## config.mk

```make
export PLATFORM = sky130hd
export DESIGN_NAME = regfile_bypass_sb
export DESIGN_NICKNAME = d
export VERILOG_FILES = /design/src/rtl/regfile_pkg.sv /design/src/rtl/regfile_scoreboard.sv /design/src/rtl/regfile_bypass_sb.sv
export SDC_FILE = /design/constraint.sdc
export NUM_CORES = 2
export LEC_CHECK = 0
export CELL_PAD_IN_SITES_DETAIL_PLACEMENT = 1
export CELL_PAD_IN_SITES_GLOBAL_PLACEMENT = 1
export CORE_MARGIN = 3
export CORE_UTILIZATION = 57
export DETAILED_ROUTE_END_ITERATION = 10
export PLACE_DENSITY = 0.89
export SYNTH_ARGS = -nofsm -noshare
export SYNTH_HDL_FRONTEND = slang
export SYNTH_SLANG_ARGS = --single-unit
export TNS_END_PERCENT = 10
```

## constraint.sdc

```tcl
create_clock -name clk -period 7.9 [get_ports clk]
set_clock_uncertainty 0.2 [all_clocks]
set_input_delay 1.58 -clock clk [delete_from_list [all_inputs] [get_ports clk]]
set_output_delay 1.58 -clock clk [all_outputs]
set_load 0.03 [all_outputs]
```

## src/rtl/regfile_pkg.sv

```systemverilog
// rtl/regfile_pkg.sv - shared constants and helpers for the bypassing register file
package regfile_pkg;

  localparam int DEF_WORD_SIZE = 32;
  localparam int DEF_NUM_REGS  = 32;
  localparam int DEF_NUM_RD    = 2;

  // Hard-wired zero register index
  localparam int ZERO_REG = 0;

  // Low bit of field idx in a packed vector of width-bit fields
  function automatic int slice_lo(input int idx, input int width);
    return idx * width;
  endfunction

endpackage

```

## src/rtl/regfile_scoreboard.sv

```systemverilog
// rtl/regfile_scoreboard.sv - per-register pending bits and outstanding-op counter
module regfile_scoreboard
  import regfile_pkg::*;
#(
  parameter int NUM_REGS = DEF_NUM_REGS,
  parameter int ADDR_W   = $clog2(NUM_REGS),
  parameter int CNT_W    = $clog2(NUM_REGS + 1)
) (
  input  logic                clk,
  input  logic                rst_n,
  input  logic                we,
  input  logic [ADDR_W-1:0]   wr_addr,
  input  logic                rsv_en,
  input  logic [ADDR_W-1:0]   rsv_addr,
  output logic                rsv_ok,
  output logic [NUM_REGS-1:0] pending,
  output logic [CNT_W-1:0]    outstanding
);

  logic wr_in_range;
  logic rsv_in_range;
  logic wr_hit;
  logic wr_pend;
  logic rsv_zero;
  logic rsv_pend;
  logic rsv_set;
  logic inc;
  logic dec;

  assign wr_in_range  = int'(wr_addr) < NUM_REGS;
  assign rsv_in_range = int'(rsv_addr) < NUM_REGS;
  assign rsv_zero     = (rsv_addr == ADDR_W'(ZERO_REG));

  // A write to r0 or past the end of the array never touches state
  assign wr_hit   = we && wr_in_range && (wr_addr != ADDR_W'(ZERO_REG));
  assign wr_pend  = wr_hit && pending[wr_addr];
  assign rsv_pend = rsv_in_range && pending[rsv_addr];

  // Reserve is refused only on WAW (still pending, no retiring write to it)
  // or on an address that does not exist; r0 is always accepted as a no-op
  assign rsv_ok = rsv_en && (rsv_zero ||
                  (rsv_in_range && (!rsv_pend || (we && (wr_addr == rsv_addr)))));

  assign rsv_set = rsv_ok && !rsv_zero;

  // Count only real 0->1 and 1->0 transitions; a retire that is re-reserved
  // in the same cycle leaves the bit at 1 and the count alone
  assign inc = rsv_set && !rsv_pend;
  assign dec = wr_pend && !(rsv_set && (rsv_addr == wr_addr));

  // Pending vector and outstanding counter; reserve wins over a same-cycle write
  always_ff @(posedge clk or negedge rst_n) begin
    if (!rst_n) begin
      pending     <= '0;
      outstanding <= '0;
    end else begin
      if (wr_hit) begin
        pending[wr_addr] <= 1'b0;
      end
      if (rsv_set) begin
        pending[rsv_addr] <= 1'b1;
      end
      case ({inc, dec})
        2'b10:   outstanding <= outstanding + CNT_W'(1);
        2'b01:   outstanding <= outstanding - CNT_W'(1);
        default: outstanding <= outstanding;
      endcase
    end
  end

  a_count_matches : assert property (@(posedge clk) disable iff (!rst_n)
    outstanding == CNT_W'($countones(pending)));

endmodule

```

## src/rtl/regfile_bypass_sb.sv

```systemverilog
// rtl/regfile_bypass_sb.sv - multi-port register file with write bypass and pending scoreboard
module regfile_bypass_sb
  import regfile_pkg::*;
#(
  parameter int WORD_SIZE = DEF_WORD_SIZE,
  parameter int NUM_REGS  = DEF_NUM_REGS,
  parameter int ADDR_W    = $clog2(NUM_REGS),
  parameter int NUM_RD    = DEF_NUM_RD,
  parameter int BYPASS    = 1,
  parameter int CNT_W     = $clog2(NUM_REGS + 1)
) (
  input  logic                      clk,
  input  logic                      rst_n,
  input  logic [NUM_RD*ADDR_W-1:0]  rd_addr,
  output logic [NUM_RD*WORD_SIZE-1:0] rd_data,
  output logic [NUM_RD-1:0]         rd_busy,
  input  logic                      we,
  input  logic [ADDR_W-1:0]         wr_addr,
  input  logic [WORD_SIZE-1:0]      wr_data,
  input  logic                      rsv_en,
  input  logic [ADDR_W-1:0]         rsv_addr,
  output logic                      rsv_ok,
  output logic [CNT_W-1:0]          outstanding
);

  logic [WORD_SIZE-1:0] regs [NUM_REGS];
  logic [NUM_REGS-1:0]  pending;
  logic                 wr_hit;

  assign wr_hit = we && (int'(wr_addr) < NUM_REGS) && (wr_addr != ADDR_W'(ZERO_REG));

  regfile_scoreboard #(
    .NUM_REGS (NUM_REGS),
    .ADDR_W   (ADDR_W),
    .CNT_W    (CNT_W)
  ) u_sb (
    .clk         (clk),
    .rst_n       (rst_n),
    .we          (we),
    .wr_addr     (wr_addr),
    .rsv_en      (rsv_en),
    .rsv_addr    (rsv_addr),
    .rsv_ok      (rsv_ok),
    .pending     (pending),
    .outstanding (outstanding)
  );

  // Data array; r0 is never written so it stays at its reset value of zero
  always_ff @(posedge clk or negedge rst_n) begin
    if (!rst_n) begin
      for (int r = 0; r < NUM_REGS; r++) begin
        regs[r] <= '0;
      end
    end else if (wr_hit) begin
      regs[wr_addr] <= wr_data;
    end
  end

  for (genvar i = 0; i < NUM_RD; i++) begin : g_rd
    logic [ADDR_W-1:0]    addr;
    logic                 valid;
    logic                 byp;
    logic [WORD_SIZE-1:0] data;
    logic                 busy;

    assign addr  = rd_addr[slice_lo(i, ADDR_W) +: ADDR_W];
    assign valid = (addr != ADDR_W'(ZERO_REG)) && (int'(addr) < NUM_REGS);
    assign byp   = (BYPASS != 0) && we && (wr_addr == addr);

    // Operand mux: zero for r0/out-of-range, then in-flight write, then array
    always_comb begin
      data = '0;
      busy = 1'b0;
      if (valid) begin
        data = byp ? wr_data : regs[addr];
        busy = pending[addr] && !byp;
      end
    end

    assign rd_data[slice_lo(i, WORD_SIZE) +: WORD_SIZE] = data;
    assign rd_busy[i] = busy;
  end

endmodule

```

**Yosys cells after proc, flatten, opt, wreduce, memory -nomap -nowiden**

Index checks and enable logic that the tools add are counted.
W data, S select, Z words.

- Output and inout bits: 73
- Register bits after elaboration: 1,062
- Word-level logic and storage cells: 115
- Input bits: 56

- Reductions and logical operators: 27
- Bitwise gates (word level): 6
- Equality and inequality tests: 6
- $add $sub $neg: 2
- Mux-type cells: 30
- Order comparisons: 10

Operator list:

| cell | number |
|---|---|
| $bwmux W1024 | 1 |
| $mux W32 | 11 |
| $bmux W32 S5 | 2 |
| $demux W32 S5 | 1 |
| $and A32 B32 Y32 | 1 |
| $not A32 Y32 | 1 |
| $or A32 B32 Y32 | 1 |
| $lt A5 B6 Y1 const B | 4 |
| $bmux W1 S5 | 4 |
| $eq A5 B5 Y1 | 4 |
| $ge A6 B6 Y1 const B | 3 |
| $not A5 Y6 | 3 |
| $logic_and A1 B1 Y1 | 15 |
| $reduce_bool A5 Y1 | 3 |
| $pmux W6 S2 | 1 |
| $demux W1 S5 | 2 |
| $ge A5 B1 Y1 const B | 2 |
| $mux W1 | 8 |
| $add A6 B1 Y6 const B | 1 |
| $lt A6 B1 Y1 const B | 1 |
| $sub A6 B1 Y6 const B | 1 |
| $logic_not A1 Y1 | 5 |
| $logic_not A5 Y1 | 1 |
| $eq A2 B1 Y1 const B | 1 |
| other kinds (3) | 4 |

**Longest topological paths before layout**

- Word-level depth: 12
- Mapped depth: 16
- Gate-level depth less buffers: 13

**Hierarchy**

A second synthesis with hierarchy kept.

- Cell total of the unflattened synthesis: 4,023
- Area total of the unflattened synthesis: 58,083.2 µm²

Modules (own cells, without submodules):

| module | cells each | area each (µm²) | times used | sequential area each (µm²) |
|---|---|---|---|---|
| regfile_bypass_sb | 3,695 | 55,156.6 | 1 | 25,624.6 |
| regfile_scoreboard | 328 | 2,926.6 | 1 | 950.9 |

**Worst setup path after synthesis**

Ideal clock, no wire load.

- Path type: input to output
- From: in rd_addr[2]
- To: out rd_data[31]
- Stages on the path: 8
- Path slack: 2.510 ns
- Arrival time: 3.610 ns
- Data required time: 6.120 ns
- Path buffers: 5
- Cell sequence: buf_2 -> buf_2 -> buf_2 -> clkbuf_1 -> clkbuf_1 -> mux2i_1 -> o22ai_1 -> nor3_1

- Word-level cells in the longest chain between the ends: 6
- Elaborated cells between the ends (all ways): 9
- Those cells by class: eq/ne (1); mux (5); bitwise (1); reduce/logical (2)

Ends and longest elaborated chain:

| item | line | text |
|---|---|---|
| from (decl) | regfile_bypass_sb.sv:14 | `input logic [NUM_RD*ADDR_W-1:0] rd_addr,` |
| $not A5 Y6 (not written as such) | regfile_bypass_sb.sv:75 | `data = byp ? wr_data : regs[addr];` |
| $bmux W32 S5 | regfile_bypass_sb.sv:75 |  |
| $mux W32 (not written as such) (2 in a row) | regfile_bypass_sb.sv:75 |  |
| $mux W32 | regfile_bypass_sb.sv:75 |  |
| $mux W32 (*) | regfile_bypass_sb.sv:74 | `if (valid) begin` |
| to (decl) | regfile_bypass_sb.sv:15 | `output logic [NUM_RD*WORD_SIZE-1:0] rd_data,` |

Every way passes the cells marked *; elsewhere a longest branch is shown, timed or not. The select of a mux whose other input is x is not followed.

**Worst setup path in the final report**

- From: in rd_addr[2]
- To: out rd_data[3]

Same word-level chain as after synthesis.

==> run_results.csv <==
group,metric,value,unit
status,status,"finished, final reports clean",
yosys,yosysWarnings,0,
clock_network,ctsResizeCount,0,
die,die_w,324,um
critical_path,regToRegSetupSlack,3.80,ns
drt,routedWlPerCell,44.2,um
drt,routed_wl,241,mm
pwr,switchingPower,5.65,mW
critical_path,r2r_start,"u_sb.pending[7]",
placed_design,portBuffers,128,
yosys,yosysSeqAreaShare,46.1,%
yosys,netlist_area,57700,um2
worst_hold_path,hold_path_end,"regs[998]",
clock_network,clockBufferDepth,3,
drt,vias,45100,
die,num_rows,116,
yosys,synth_ff_type,"dfrtp_1",
sta,slew_headroom,4.69,%
drt,ant_nets,0,
die,fp.dieH,324,um
pwr,power.leakage,27.9,nW
grt,use_met2,68.2,%
grt,grt_pass1_wl,348,mm
clock_network,clk_latency,0.75,ns
sta,tns,0,ns
critical_path,crit_required,6.12,ns
sta,period_share,92.4,%
critical_path,endpoint_kind,"output pin",
yosys,async_flop_share,100,%
sta,max_freq,137,MHz
final_layout,area_growth,11.5,%
drt,vias_per_cell,8.26,
sta,hold_slack,0.197,ns
pwr,combPwrFrac,23.5,%
grt,first_global_vias,48500,
sta,worstMarginPinSlew,1.43,ns
grt,use_met1,52.5,%
yosys,synth.largest_area_cell,"dfrtp_1",
pwr,p_seq_share,43.3,%
die,core,100000,um2
final_layout,final_util,64.2,%
yosys,syn_avg_cell_area,14.0,um2
critical_path,rr_worst_depth,12,
critical_path,arrival,5.52,ns
die,start_util,57.6,%
final_layout,drive_above_1_share,43.7,%
yosys,ys_types,64,
clock_network,post-cts-setup-buffers,0,
yosys,synth_top_area_share,46.1,%
sta,drv_slew,0,
worst_hold_path,min-delay-start,"regs[998]",
clock_network,clk_pin_slew_worst_paths,0.06,ns
final_layout,finalNetCount,4121,
pwr,powerDensity,274,nW/um2
drt,drtIter0Drc,6743,
clock_network,cts_made_buffers,113,
pwr,p_clk_share,33.2,%
yosys,synth_edf_count,0,
pwr,p_int,12.0,mW
yosys,synth-seq-cells,1062,
critical_path,start_kind,"input port",
sta,setup_viol,0,
placed_design,place_congestion,0.942,
pwr,vdd_ir_drop_max,0.211,mV
clock_network,cts.htree.levels,3,
sta,hold_viol_final,0,
run,drv_cap,0,
yosys,synth_cells,4128,
drt,dr.pass1.iters,8,
die,ioPinCount,129,
grt,grt-busiest-layer,"met2",
critical_path,worst_r2r_endpoint,"u_sb.outstanding[5]",
yosys,synth_area_leaders,"dfrtp_1 46%, mux2_2 20%, mux4_2 15%",
clock_network,clock_sinks,1062,
sta,fin_crit,7.30,ns
grt,track_usage,45.9,%
yosys,synth_nets,4190,
clock_network,cts.hold.buffers_added,0,
sta,rsz0062_at_grt,"false",
pwr,power_switching_share,32.0,%
final_layout,final_cell_mix,"1062 x dfrtp_1, 1005 x mux2_2, 387 x mux4_2",
final_layout,layout_commonest_cell,"dfrtp_1",
clock_network,cts_tree,"done",
grt,use_met3,18.1,%
die,die_area,105000,um2
critical_path,critPathMaxFanout,35,
worst_hold_path,hold-path-cell-count,0,
grt,grt_max_degree,166,
grt,antenna_found_initial,16,
critical_path,crit_type,"in -> out",
worst_hold_path,hold_path_class,"reg -> reg",
grt,gr-total-overflow,0,
clock_network,clock-root-buffer,"clkbuf_16",
placed_design,dp_hpwl,129,mm
drt,drc,0,
## worst max-delay path by stage
stage,startpoint,endpoint,slack (ns)
after global routing,wr_addr[2],rd_data[4],0.66
final,rd_addr[2],rd_data[3],0.60
after floorplan,rd_addr[2],rd_data[31],2.51
after global placement,wr_addr[2],rd_data[4],0.96
after CTS,wr_addr[2],rd_data[3],0.94
after detailed placement,wr_addr[2],rd_data[3],0.96
## kinds of logic after synthesis
kind of cell / count (synthesis) / share of synthesized area (%)
mux: 1743 / 40.8
flops: 1062 / 46.1
compound gates: 521 / 6.41
buf+inv: 465 / 3.48
simple gates: 311 / 2.72
xor+xnor: 20 / 0.304
fa+ha+maj: 6 / 0.143
## power groups by stage
stage	sequential (mW)	combinational [mW]	clock, mW
final	7.63	4.15	5.86
after global routing	7.65	4.28	6.08
after CTS	7.53	4.04	5.83
after detailed placement	7.47	3.83	0
after global placement	7.28	3.60	0
after floorplan	7.11	2.67	0
## Yosys cell counts (7+ instances only)
cell type and count:
inv_1 9, a211oi_1 21, a221oi_1 59, clkbuf_1 250
a21oi_1 49, o221ai_1 18, buf_4 23, a32o_1 27
nor2_1 43, o21ai_0 76, a221o_1 10, nand3_1 28
buf_1 44, o22a_1 9, o21bai_1 18, mux4_2 387
xnor2_1 17, mux2i_1 348, a22o_1 29, o22ai_1 122
buf_2 137, a22oi_1 41, nand3b_1 10, nor2b_1 9
or2_2 7, nor3_1 49, nand2b_1 14, mux2_2 1005
nand2_1 104, dfrtp_1 1062
## metrics by stage
step / cell area (um2) / total power, mW / worst slack, ns / std cells
3_5_place_dp: 60300 / 11.3 / 0.955 / 5242
3_3_place_gp: 60300 / 10.9 / 0.961 / 5242
5_1_grt: 64200 / 18.0 / 0.663 / 5445
2_1_floorplan: 57700 / 9.78 / 2.51 / 4128
4_1_cts: 64200 / 17.4 / 0.936 / 5445
6_report: 64300 / 17.6 / 0.597 / 5457
## flip-flops by register name, summed over array words and instances, names as in the netlist
register          flops
regs               1024
u_sb.outstanding      6
u_sb.pending         32
## layer usage
| metal | part of all wire (%) | vias to the layer above |
|---|---|---|
| met1 | 33 | 23000 |
| li1 | - | 15800 |
| met5 | 0.086 | - |
| met4 | 11 | 14 |
| met2 | 44 | 4410 |
| met3 | 13 | 1822 |
## cell type report
type / instances / area, um2
multi-input combinational: 2601 / 29300
timing repair buffer: 271 / 2750
clock buffer: 170 / 3450
fill: 8853 / 35900
tap: 1298 / 1620
sequential: 1062 / 26600
inverter: 10 / 37.5
antenna: 12 / 30.0
clock inverter: 33 / 505
## worst max-delay path: stages
cell and delay, ns:
buf_4 0.60, xnor2_1 0.20, nand4_1 0.38, buf_4 0.35
o21ai_2 1.04, buf_4 0.37, nor2_1 0.08, a32o_1 0.26
clkdlybuf4s50_1 0.60
Power figures use the tool's default switching activity.
